## config.mk

```make
export PLATFORM = sky130hd
export DESIGN_NAME = serial_adder_ctrl
export DESIGN_NICKNAME = d
export VERILOG_FILES = /design/src/rtl/serial_adder_ctrl.sv
export SDC_FILE = /design/constraint.sdc
export NUM_CORES = 1
export LEC_CHECK = 0
export BUFFER_PORTS_ARGS = -buffer_cell sky130_fd_sc_hd__buf_2
export CAP_MARGIN = 15
export CORE_AREA = 2 2 146 148
export CTS_BUF_LIST = sky130_fd_sc_hd__clkbuf_4 sky130_fd_sc_hd__clkbuf_8
export CTS_CLUSTER_SIZE = 40
export DETAILED_ROUTE_END_ITERATION = 6
export DIE_AREA = 0 0 148 150
export GPL_TIMING_DRIVEN = 0
export PLACE_DENSITY_LB_ADDON = 0.1
export RECOVER_POWER = 25
export SLEW_MARGIN = 25
export SYNTH_ARGS = -nofsm -noshare
export SYNTH_HDL_FRONTEND = slang
export SYNTH_SLANG_ARGS = --single-unit
```

## constraint.sdc

```tcl
create_clock -name clk -period 10.8 [get_ports clk]
set_input_delay 1.62 -clock clk [delete_from_list [all_inputs] [get_ports clk]]
set_output_delay 1.62 -clock clk [all_outputs]
set_load 0.02 [all_outputs]
```

## src/rtl/serial_adder_ctrl.sv

```systemverilog
// Bit-serial adder: one full-adder cell reused over WIDTH cycles, LSB first,
// with a start/ready/done handshake and a held result register.

module full_adder (
    output logic c,
    output logic s,
    input  logic a,
    input  logic b,
    input  logic cin
);
    assign s = a ^ b ^ cin;
    assign c = (a & b) | (cin & (a ^ b));
endmodule

module serial_adder_ctrl #(
    parameter int WIDTH = 64,
    parameter int CNT_W = 7
) (
    input  logic             clk,
    input  logic             rst,
    input  logic             start,
    input  logic [WIDTH-1:0] a,
    input  logic [WIDTH-1:0] b,
    input  logic             cin,
    output logic             ready,
    output logic             busy,
    output logic             done,
    output logic [WIDTH-1:0] sum,
    output logic             cout
);
    typedef enum logic [1:0] {
        IDLE = 2'd0,
        RUN  = 2'd1,
        DONE = 2'd2
    } state_t;

    localparam logic [CNT_W-1:0] LAST = CNT_W'(WIDTH - 1);

    state_t             state;
    logic [CNT_W-1:0]   cnt;
    logic               carry;
    logic [WIDTH-1:0]   a_sh;
    logic [WIDTH-1:0]   b_sh;
    logic [WIDTH-1:0]   s_sh;
    logic               fa_s;
    logic               fa_c;

    // New sum bit enters at the MSB; written so WIDTH==1 needs no empty slice.
    function automatic logic [WIDTH-1:0] shift_in(input logic bit_in,
                                                  input logic [WIDTH-1:0] v);
        logic [WIDTH-1:0] r;
        r = v >> 1;
        r[WIDTH-1] = bit_in;
        return r;
    endfunction

    full_adder u_fa (
        .c   (fa_c),
        .s   (fa_s),
        .a   (a_sh[0]),
        .b   (b_sh[0]),
        .cin (carry)
    );

    always_ff @(posedge clk or posedge rst) begin
        if (rst) begin
            state <= IDLE;
            cnt   <= '0;
            carry <= 1'b0;
            a_sh  <= '0;
            b_sh  <= '0;
            s_sh  <= '0;
            sum   <= '0;
            cout  <= 1'b0;
            ready <= 1'b1;
            busy  <= 1'b0;
            done  <= 1'b0;
        end else begin
            case (state)
                IDLE: begin
                    done <= 1'b0;
                    if (start) begin
                        a_sh  <= a;
                        b_sh  <= b;
                        carry <= cin;
                        cnt   <= '0;
                        state <= RUN;
                        ready <= 1'b0;
                        busy  <= 1'b1;
                    end
                end
                RUN: begin
                    s_sh  <= shift_in(fa_s, s_sh);
                    a_sh  <= a_sh >> 1;
                    b_sh  <= b_sh >> 1;
                    carry <= fa_c;
                    cnt   <= cnt + CNT_W'(1);
                    // sum/cout are only touched on the last bit so the old
                    // result stays visible for the whole operation.
                    if (cnt == LAST) begin
                        sum   <= shift_in(fa_s, s_sh);
                        cout  <= fa_c;
                        state <= DONE;
                        busy  <= 1'b0;
                        done  <= 1'b1;
                    end
                end
                DONE: begin
                    state <= IDLE;
                    done  <= 1'b0;
                    ready <= 1'b1;
                end
                default: begin
                    state <= IDLE;
                    ready <= 1'b1;
                    busy  <= 1'b0;
                    done  <= 1'b0;
                end
            endcase
        end
    end
endmodule

```

==> impl_metrics.json, run 1 <==
{
  "post-cts-setup-buffers": 0,
  "synth-main-ff-cell": "dfrtp_1",
  "synth_mux_area_frac": 0.06522,
  "r2r-end": "sum[59]$_DFFE_PP0P_",
  "core_area_um2": 20690,
  "ff2ff_setup_slack_ns": 8.25,
  "root_buffer": "clkbuf_8",
  "place_area_um2": 13220,
  "synthSimpleGateAreaFrac": 0.1870,
  "crit_path_max_incr_delay_ns": 2.46,
  "grt_antenna_before_repair": 8,
  "synth_top_family_by_area": "simple AND/OR/NAND/NOR gates",
  "period_minus_slack_ns": 5.723,
  "holdPathEnd": "a_sh[3]$_DFFE_PP0P_",
  "synth-xor-area-share": 0.0007424,
  "powerDensity_nw_per_um2": 231.7,
  "yosysTopAreaCell": "dfrtp_1",
  "fin_tns_setup_ns": 0,
  "die_area_um2": 22200,
  "syn-num-nets": 1305,
  "yosysMostFrequentCell": "nand2_1",
  "multiInputGateArea_um2": 4644,
  "p_clk_frac": 0.293,
  "portBuffers": 198,
  "yosys_warnings": 0,
  "dp_cells": 1647,
  "worst_r2r_path_depth": 6,
  "synth_area_leaders": "dfrtp_1 (57%), nand2_1 (9.4%), and3b_1 (6.9%), o21ai_0 (5.6%), a21oi_1 (5.4%)",
  "synthToLayoutAreaGrowth_pct": 20.17,
  "cp_data_required_time_ns": 10.70,
  "setup_viol": 0,
  "maxCapViolCount": 2,
  "viasPerCell": 5.380,
  "cp_num_buf_inv": 3,
  "routed_wl_um": 26950,
  "cts_max_path_buffers": 3,
  "netSwitchingFraction": 0.3258,
  "yosysUniqueCellTypes": 34,
  "synth_adder_area_share": 0.002757,
  "routed-via-count": 9312,
  "pwr-share-comb": 0.233,
  "worstSetupPathType": "input port to asynchronous set/reset pin",
  "drc": 0,
  "path_cells": "buf_2, clkinvlp_2, clkbuf_1",
  "final_nets": 1552,
  "htreeDepth": 2,
  "p_int_w": 0.002215,
  "die_x_um": 148,
  "final_layout_size_suffix_gt1_frac": 0.2326,
  "antenna_left": 0,
  "grt_max_degree": 82,
  "min_from": "a_sh[3]$_DFFE_PP0P_",
  "synth_compound_area_frac": 0.1380,
  "crit_cells": 3,
  "async_reset_ff_frac": 1.000,
  "ctsResizeCount": 0,
  "wl_per_cell_um": 15.57,
  "seqPwrFrac": 0.474,
  "max-vdd-ir-drop_mv": 0.09990,
  "hold_viol_final": 0,
  "hold_class": "flop to flop",
  "synthTopCellsByCount": "nand2_1 (294), dfrtp_1 (268), o21ai_0 (132)",
  "syn_area_um2": 11800,
  "ys_seq_area_frac": 0.5707,
  "dp.final_hpwl_um": 18670,
  "grt_overflow_total": 0,
  "p_sw_w": 0.001070,
  "track_usage": 0.2492,
  "synth_top_area_frac": 0.5685,
  "max_freq_mhz": 174.7,
  "skew_ns": 0.02168,
  "tritoncts": "built",
  "rr_startpoint": "state[1]$_DFFE_PP0P_",
  "status": "finished with violations",
  "ctsHoldBuffers": 0,
  "rsz0062_at_grt": "false",
  "routabilityCongestion": 0.8221,
  "num-fill-cells": 1719,
  "initialDrtViolationCount": 416,
  "first_global_vias": 9068,
  "max-slew-margin-rel": -1.229,
  "cts_buffers": 44,
  "path_clk_slew_ns": 0.06,
  "seqCellArea_um2": 6733,
  "crit_slowest_cell": "clkbuf_1",
  "start_util": 0.5702,
  "syn_area_per_cell_um2": 10.07,
  "holdPathStages": 2,
  "cpLargestDelayFamily": "buffers and inverters",
  "drt_first_pass_iters": 5,
  "crit_fanout": 66,
  "grt_pass1_wl_um": 44810,
  "worst_skew_pair.late_latency_ns": 0.57,
  "worst_pin_slew_ns": 3.343,
  "final_cells": 1731,
  "fin_area_um2": 14180,
  "fin_crit_sh": 0.5299,
  "synthCells": 1171,
  "p_leak_nw": 7.455,
  "violations": "capacitance limit, slew limit",
  "slew_violations": 123,
  "rows": 53,
  "end_kind": "asynchronous set/reset pin",
  "synth_edf_count": 0,
  "cts_sinks": 269,
  "start_kind": "input port",
  "io_pins": 200,
  "ys_ff_latch": 269,
  "fp.dieH_um": 150,
  "cp_data_arrival_time_ns": 5.62
}
==> worst max-delay path by stage <==
stage | startpoint | to | slack (ns)
finish | rst | sum[21]$_DFFE_PP0P_ | 5.08
global route | rst | sum[57]$_DFFE_PP0P_ | 4.10
CTS | start | b_sh[31]$_DFFE_PP0P_ | 7.82
detailed placement | start | b_sh[31]$_DFFE_PP0P_ | 7.24
global placement | rst | sum[10]$_DFFE_PP0P_ | -1.17
floorplan | rst | a_sh[0]$_DFFE_PP0P_ | 1.77
==> registers in the layout (all words and copies together), names as in the netlist <==
name and count:
a_sh 64, b_sh 64, sum 64, s_sh 63, cnt 7, state 2
busy 1, carry 1, cout 1, done 1, ready 1
==> final cells by class <==
class / instances / area share
Sequential cell: 269 / 0.4749
Multi-Input combinational cell: 803 / 0.3276
Timing Repair Buffer: 201 / 0.07405
Clock buffer: 70 / 0.06266
Buffer: 95 / 0.02833
Tap cell: 275 / 0.02427
Clock inverter: 11 / 0.006531
Inverter: 4 / 0.001147
Antenna cell: 3 / 0.0005295
==> layout by cell type (no fill, tap or decap), types with 3 or more instances in the layout <==
master,Yosys,routed
clkbuf_8,0,58
o21bai_1,3,3
nor2b_1,34,34
diode_2,0,3
mux2_2,35,35
clkbuf_1,71,75
mux2_4,10,10
buf_1,12,12
and3b_1,93,93
a21oi_1,128,128
a22oi_1,34,34
clkbuf_4,0,12
buf_2,6,201
dfrtp_1,268,268
inv_1,4,3
nand2_1,294,294
buf_6,3,3
nand3_1,4,4
mux2_1,20,20
clkinv_2,0,7
o21ai_0,132,132
==> power by group through the flow <==
stage	registers (W)	logic (W)	clock network (W)
finish	0.00156	0.000766	0.000963
global route	0.00160	0.000876	0.00103
CTS	0.00155	0.000779	0.000985
detailed placement	0.00156	0.000779	0
global placement	0.00155	0.000739	0
floorplan	0.00157	0.000503	0
==> worst register-to-register path: stages (launching register included) <==
cell and delay (ns):
dfrtp_1 0.37, clkbuf_1 0.29, nand2b_1 0.25, clkbuf_1 0.24, nor4_4 0.41, clkbuf_1 0.48, mux2_2 0.40
==> cells by family after synthesis <==
kind of cell / Yosys count
AOI/OAI and AO/OA: 303
xor gates and xnor gates: 1
adders and majority gates: 2
buffers and inverters: 99
DFF: 269
muxes: 65
and+or+nand+nor: 432
==> per-layer routing <==
| layer | global-route usage | vias up | part of all wire |
|---|---|---|---|
| met2 | 0.4081 | 240 | 0.48 |
| met5 | 0 | - | 0.0016 |
| met4 | 0.07429 | 6 | 0.021 |
| li1 | - | 4502 | - |
| met1 | 0.3278 | 4510 | 0.43 |
| met3 | 0.06860 | 54 | 0.066 |
==> stage by stage <==
| stage | power (W) | hold slack (ns) | worst slack (ns) | util |
|---|---|---|---|---|
| floorplan | 0.002072 | 0.4402 | 1.771 | - |
| global placement | 0.002293 | 0.4599 | -1.172 | 0.6347 |
| detailed placement | 0.002343 | 0.4606 | 7.237 | 0.6391 |
| CTS | 0.003317 | 0.4757 | 7.823 | 0.6865 |
| global route | 0.003504 | 0.4973 | 4.102 | 0.6852 |
| finish | 0.003285 | 0.4791 | 5.077 | 0.6852 |
Note: power is estimated with default switching activity, not from simulation.
==> run 2: changes to the inputs <==
--- a/config.mk
+++ b/config.mk
@@ -5,13 +5,14 @@
 export SDC_FILE = /design/constraint.sdc
 export NUM_CORES = 1
 export LEC_CHECK = 0
+export ABC_AREA = 1
 export BUFFER_PORTS_ARGS = -buffer_cell sky130_fd_sc_hd__buf_2
 export CAP_MARGIN = 15
-export CORE_AREA = 2 2 146 148
+export CORE_AREA = 2 2 149 151
 export CTS_BUF_LIST = sky130_fd_sc_hd__clkbuf_4 sky130_fd_sc_hd__clkbuf_8
 export CTS_CLUSTER_SIZE = 40
 export DETAILED_ROUTE_END_ITERATION = 6
-export DIE_AREA = 0 0 148 150
+export DIE_AREA = 0 0 151 153
 export GPL_TIMING_DRIVEN = 0
 export PLACE_DENSITY_LB_ADDON = 0.1
 export RECOVER_POWER = 25
==> constraint.sdc (replaced) <==
create_clock -name clk -period 5.18 [get_ports clk]
set_input_delay 0.777 -clock clk [delete_from_list [all_inputs] [get_ports clk]]
set_output_delay 0.777 -clock clk [all_outputs]
set_load 0.02 [all_outputs]
==> run 2 against run 1 <==
Compared with the run above:
- critical path depth is 2 higher
- clock power is 100% higher
- total power is 26% higher
- routed wire length is 7.8% lower
- synthesized area is 7.2% lower
- the run now ends clean
- die area is 4.1% higher
- non-clock buffer count is 17 lower
- cell count is 3.9% higher
- highest routed layer unchanged
- critical endpoint is now sum[36]$_DFFE_PP0P_
- largest power group unchanged
- setup slack worse by 2.5 ns
==> impl_metrics.json, run 2 <==
{
  "synth_compound_area_frac": 0.07005,
  "grt_antenna_before_repair": 6,
  "maxCapViolCount": 0,
  "yosysTopAreaCell": "dfrtp_1",
  "seqPwrFrac": 0.507,
  "slew_violations": 0,
  "synthSimpleGateAreaFrac": 0.2505,
  "hold_viol_final": 0,
  "p_sw_w": 0.0008623,
  "cts_max_path_buffers": 3,
  "path_clk_slew_ns": 0.06,
  "pwr-share-comb": 0.025,
  "syn_area_um2": 10950,
  "synth_top_area_frac": 0.6125,
  "drt-met1-wl_um": 11080,
  "syn_area_per_cell_um2": 8.895,
  "final_cells": 1798,
  "final_common_cell": "nand2_1",
  "max-slew-margin-rel": 0.09896,
  "cp_data_arrival_time_ns": 3.34,
  "layout_common_cells": "nand2_1 (542), dfrtp_1 (268), buf_2 (221), nand3_1 (132), inv_1 (68)",
  "yosysUniqueCellTypes": 23,
  "synthCells": 1231,
  "top_regs": "a_sh x64, b_sh x64, sum x64",
  "drt_first_pass_iters": 6,
  "cts_buffers": 43,
  "worst_pin_slew_ns": 1.352,
  "dp.final_hpwl_um": 17530,
  "top_layer": "met5",
  "dp_cells": 1720,
  "routed_wl_um": 24860,
  "ys_seq_area_frac": 0.6149,
  "start_kind": "input port",
  "syn-num-nets": 1365,
  "grt_max_degree": 33,
  "core_area_um2": 21490,
  "post-cts-setup-buffers": 0,
  "start_util": 0.5096,
  "max_freq_mhz": 382.7,
  "htreeDepth": 2,
  "ctsHoldBuffers": 0,
  "tritoncts": "built",
  "io_pins": 200,
  "cts_sinks": 269,
  "grt_overflow_total": 0,
  "p_int_w": 0.003287,
  "skew_ns": 0.01544,
  "ys_ff_latch": 269,
  "final_layout_size_suffix_gt1_frac": 0.2337,
  "ctsResizeCount": 0,
  "grt_pass1_wl_um": 41320,
  "drc": 0,
  "synth_mux_area_frac": 0,
  "max-vdd-ir-drop_mv": 0.1838,
  "met3_length_um": 1758,
  "first_global_vias": 8493,
  "synth-main-ff-cell": "dfrtp_1",
  "wl_per_cell_um": 13.82,
  "initialDrtViolationCount": 437,
  "synthToLayoutAreaGrowth_pct": 22.31,
  "synth-xor-area-share": 0.0007999,
  "p_leak_nw": 7.036,
  "synth_top_family_by_area": "simple AND/OR/NAND/NOR gates",
  "cp_data_required_time_ns": 5.90,
  "antenna_left": 0,
  "final_nets": 1619,
  "p_clk_frac": 0.469,
  "synth_edf_count": 0,
  "status": "finished, final reports clean",
  "fin_tns_setup_ns": 0,
  "end_kind": "asynchronous set/reset pin",
  "rows": 54,
  "async_reset_ff_frac": 1.000,
  "die_area_um2": 23100,
  "setup_viol": 0,
  "routabilityCongestion": 0.7830,
  "fin_crit_sh": 0.5045,
  "track_usage": 0.2216,
  "hold_class": "input port to asynchronous set/reset pin",
  "synthTopCellsByCount": "nand2_1 (542), dfrtp_1 (268), nand3_1 (132)",
  "period_minus_slack_ns": 2.613,
  "viasPerCell": 4.873,
  "die_x_um": 151,
  "netSwitchingFraction": 0.2078,
  "routed-via-count": 8762,
  "root_buffer": "clkbuf_8",
  "synth_adder_area_share": 0.002971,
  "crit_fanout": 32,
  "fp.dieH_um": 153,
  "yosys_warnings": 0,
  "synth_area_leaders": "dfrtp_1 (61%), nand2_1 (19%), nand3_1 (6.0%), o21ai_0 (3.0%), inv_1 (2.4%)",
  "yosysMostFrequentCell": "nand2_1",
  "worst_skew_pair.late_latency_ns": 0.54,
  "portBuffers": 199,
  "powerDensity_nw_per_um2": 309.8,
  "wl_met2_um": 11550,
  "rsz0062_at_grt": "false",
  "worstSetupPathType": "input port to asynchronous set/reset pin"
}
-- run 2: worst max-delay path, cell delays in order --
cell	delay (ns)
buf_2	0.10
clkinvlp_2	0.48
clkbuf_1	0.77
clkbuf_1	0.89
buf_12	0.29
-- run 2: through the flow --
stage          hold slack [ns]  utilization  setup slack, ns  total power [W]  instance area, µm²
3_5_place_dp            0.4632       0.5828            2.919         0.002253               12520
4_1_cts                 0.2661       0.6264            3.136         0.004206               13460
3_3_place_gp            0.4566       0.5724          -0.8027         0.002233               12300
5_1_grt                 0.3845       0.6229            2.117         0.004309               13380
2_1_floorplan           0.4421            -           0.8504         0.002172               10950
6_report                0.3454       0.6233            2.567         0.004149               13390
-- run 2: area by class of cell --
type / count / area, µm²
Antenna cell: 3 / 7.507
Buffer: 70 / 395.4
Clock buffer: 74 / 905.9
Clock inverter: 1 / 30.03
Fill cell: 1911 / 8094
Inverter: 72 / 271.5
Multi-Input combinational cell: 820 / 3551
Sequential cell: 269 / 6733
Tap cell: 280 / 350.3
Timing Repair Buffer: 209 / 1147
-- run 2: power by group through the flow --
stage / registers, W / logic (W) / clock network, W
after floorplan: 0.00214 / 0.0000310 / 0
after global placement: 0.00214 / 0.0000919 / 0
after detailed placement: 0.00214 / 0.000114 / 0
after CTS: 0.00210 / 0.000114 / 0.00199
after global routing: 0.00210 / 0.000118 / 0.00209
final: 0.00210 / 0.000102 / 0.00194
-- run 2: logic make-up after synthesis --
logic type | count (synthesis)
compound gates | 133
xor+xnor | 1
fa+ha+maj | 2
buf+inv | 142
flops | 269
simple gates | 684
-- run 2: per-layer routing --
layer,up-vias,GRT usage
li1,4402,-
met3,37,0.05433
met2,242,0.3548
met1,4075,0.3054
met4,6,0.05607
met5,-,0
-- run 2: path summary, 6_finish.rpt --
kind                              from                  end  slack (ns)  cells past startpoint
min reg2reg        sum[15]$_DFFE_PP0P_  sum[15]$_DFFE_PP0P_        0.47                      2
max in group clk     ready$_DFFE_PP1P_                ready        3.16                      1
max reg2reg       state[1]$_DFFE_PP0P_  a_sh[6]$_DFFE_PP0P_        3.31                      7
min                                rst  sum[55]$_DFFE_PP0P_        0.35                      2
min in group clk                  a[8]  a_sh[8]$_DFFE_PP0P_        0.45                      3
max                                rst  sum[36]$_DFFE_PP0P_        2.57                      5
==> run 3: changes to the inputs <==
==> constraint.sdc (replaced) <==
create_clock -name clk -period 2.2 [get_ports clk]
set_input_delay 0.33 -clock clk [delete_from_list [all_inputs] [get_ports clk]]
set_output_delay 0.33 -clock clk [all_outputs]
set_load 0.02 [all_outputs]
==> run 3 against run 2 <==
Compared with the run above:
- count of clock-buffer cells in the layout unchanged
- critical endpoint is now a_sh[6]$_DFFE_PP0P_
- sequential share of layout area is 2.5 points lower
- sequential power increased by 140%
- clock skew down 0.0024 ns
==> impl_metrics.json, run 3 (same netlist as run 2, synthesis figures left out) <==
{
  "routed-via-count": 9016,
  "slew_violations": 0,
  "max-slew-margin-rel": 0.3179,
  "p_total_w": 0.009877,
  "die_area_um2": 23100,
  "track_usage": 0.2291,
  "drt_first_pass_iters": 5,
  "ctsResizeCount": 0,
  "top_regs": "a_sh x64, b_sh x64, sum x64",
  "worst_skew_pair.late_latency_ns": 0.54,
  "powerDensity_nw_per_um2": 701.1,
  "path_cells": "inv_2, nand2_1, nor2_2, buf_2, buf_2, nand2_1, nand3_1",
  "die_x_um": 151,
  "dp.final_hpwl_um": 17530,
  "fp.dieH_um": 153,
  "worstSetupPathType": "flop to flop",
  "start_kind": "flop",
  "worst_pin_slew_ns": 1.018,
  "skew_ns": 0.01305,
  "io_pins": 200,
  "cts_max_path_buffers": 3,
  "hold_class": "input port to flop",
  "crit_path_max_incr_delay_ns": 0.42,
  "root_buffer": "clkbuf_8",
  "max_freq_mhz": 532.6,
  "wl_per_cell_um": 13.81,
  "first_global_vias": 8951,
  "start_util": 0.5096,
  "grt_antenna_before_repair": 2,
  "final_layout_size_suffix_gt1_frac": 0.2259,
  "routed_wl_um": 25720,
  "cts_buffers": 43,
  "p_leak_nw": 7.334,
  "viasPerCell": 4.842,
  "hold_viol_final": 0,
  "rsz0062_at_grt": "false",
  "htreeDepth": 2,
  "grt_max_degree": 33,
  "multiInputGateArea_um2": 3551,
  "synthToLayoutAreaGrowth_pct": 28.67,
  "routabilityCongestion": 0.7830,
  "core_area_um2": 21490,
  "antenna_left": 0,
  "crit_slowest_cell": "dfrtp_1",
  "end_kind": "flop",
  "tritoncts": "built",
  "max-vdd-ir-drop_mv": 0.4330,
  "hold_slack_ns": 0.02316,
  "crit_fanout": 10,
  "maxCapViolCount": 0,
  "cpLargestDelayFamily": "buffers and inverters",
  "final_common_cell": "nand2_1",
  "status": "finished, final reports clean",
  "drc": 0,
  "seqCellArea_um2": 6733,
  "cp_data_arrival_time_ns": 2.35,
  "grt_overflow_total": 0,
  "layout_common_cells": "nand2_1 (542), dfrtp_1 (268), buf_2 (221), nand3_1 (132), inv_1 (68)",
  "grt_pass1_wl_um": 42900,
  "initialDrtViolationCount": 514,
  "cp_data_required_time_ns": 2.67,
  "final_nets": 1684,
  "setup_viol": 0,
  "cts_sinks": 269,
  "num-fill-cells": 1822,
  "period_minus_slack_ns": 1.878,
  "cp_num_buf_inv": 3,
  "path_clk_slew_ns": 0.06,
  "fin_crit_sh": 0.8534,
  "rows": 54,
  "portBuffers": 199
}
run 3: final timing paths:
path / from / end / slack, ns / cells past startpoint
worst min register to register: sum[15]$_DFFE_PP0P_ / sum[15]$_DFFE_PP0P_ / 0.47 / 2
worst max register to register: state[1]$_DFFE_PP0P_ / a_sh[6]$_DFFE_PP0P_ / 0.32 / 7
max in group asynchronous: rst / sum[20]$_DFFE_PP0P_ / 0.35 / 6
worst min-delay path: b[43] / b_sh[43]$_DFFE_PP0P_ / 0.02 / 3
min in group asynchronous: rst / sum[55]$_DFFE_PP0P_ / 0.54 / 3
worst max-delay path: state[1]$_DFFE_PP0P_ / a_sh[6]$_DFFE_PP0P_ / 0.32 / 7
run 3: power by group:
part	total, W	leakage [nW]	switching, W	internal (W)
Combinational	0.000347	3.49	0.000155	0.000192
Clock	0.00458	0.500	0.00190	0.00268
Sequential	0.00495	3.34	0	0.00495
Total	0.00988	7.33	0.00205	0.00782
run 3: layer usage:
| metal | routed length [µm] | GRT usage |
|---|---|---|
| met2 | 12100 | 0.3716 |
| met3 | 1523 | 0.04896 |
| met1 | 11580 | 0.3135 |
| met5 | 0 | 0 |
| met4 | 513 | 0.06364 |
run 3: layout make-up:
| class | count | area share |
|---|---|---|
| flip-flops and latches | 269 | 0.4779 |
| clock buffers | 74 | 0.06430 |
| repair buffers | 274 | 0.1311 |
| multi-input cells | 820 | 0.2520 |
| plain buffers | 70 | 0.02806 |
| well taps | 280 | 0.02487 |
| clock inverters | 1 | 0.002131 |
| inverters | 72 | 0.01927 |
| diodes | 2 | 0.0003552 |
run 3: what timing repair did:
action | 4_1_cts | 5_1_grt
setup buffers | 0 | 0
hold buffers | 65 | 0
endpoints found under the hold margin | 81 | 0
run 3: metrics by stage:
step,setup TNS (ns),area [µm²],setup WS [ns],util,instances
finish,0,14090,0.3224,0.6557,1862
global route,0,14090,0.1106,0.6556,1861
CTS,0,14110,0.3058,0.6567,1860
detailed placement,0,12520,0.3228,0.5828,1720
global placement,-889.99,12300,-3.336,0.5724,1710
floorplan,-451.69,10950,-1.683,-,1231
run 3: worst min-delay path, stage by stage:
cell and delay [ns]:
buf_2 0.07, nand2_1 0.05, nand3_1 0.07
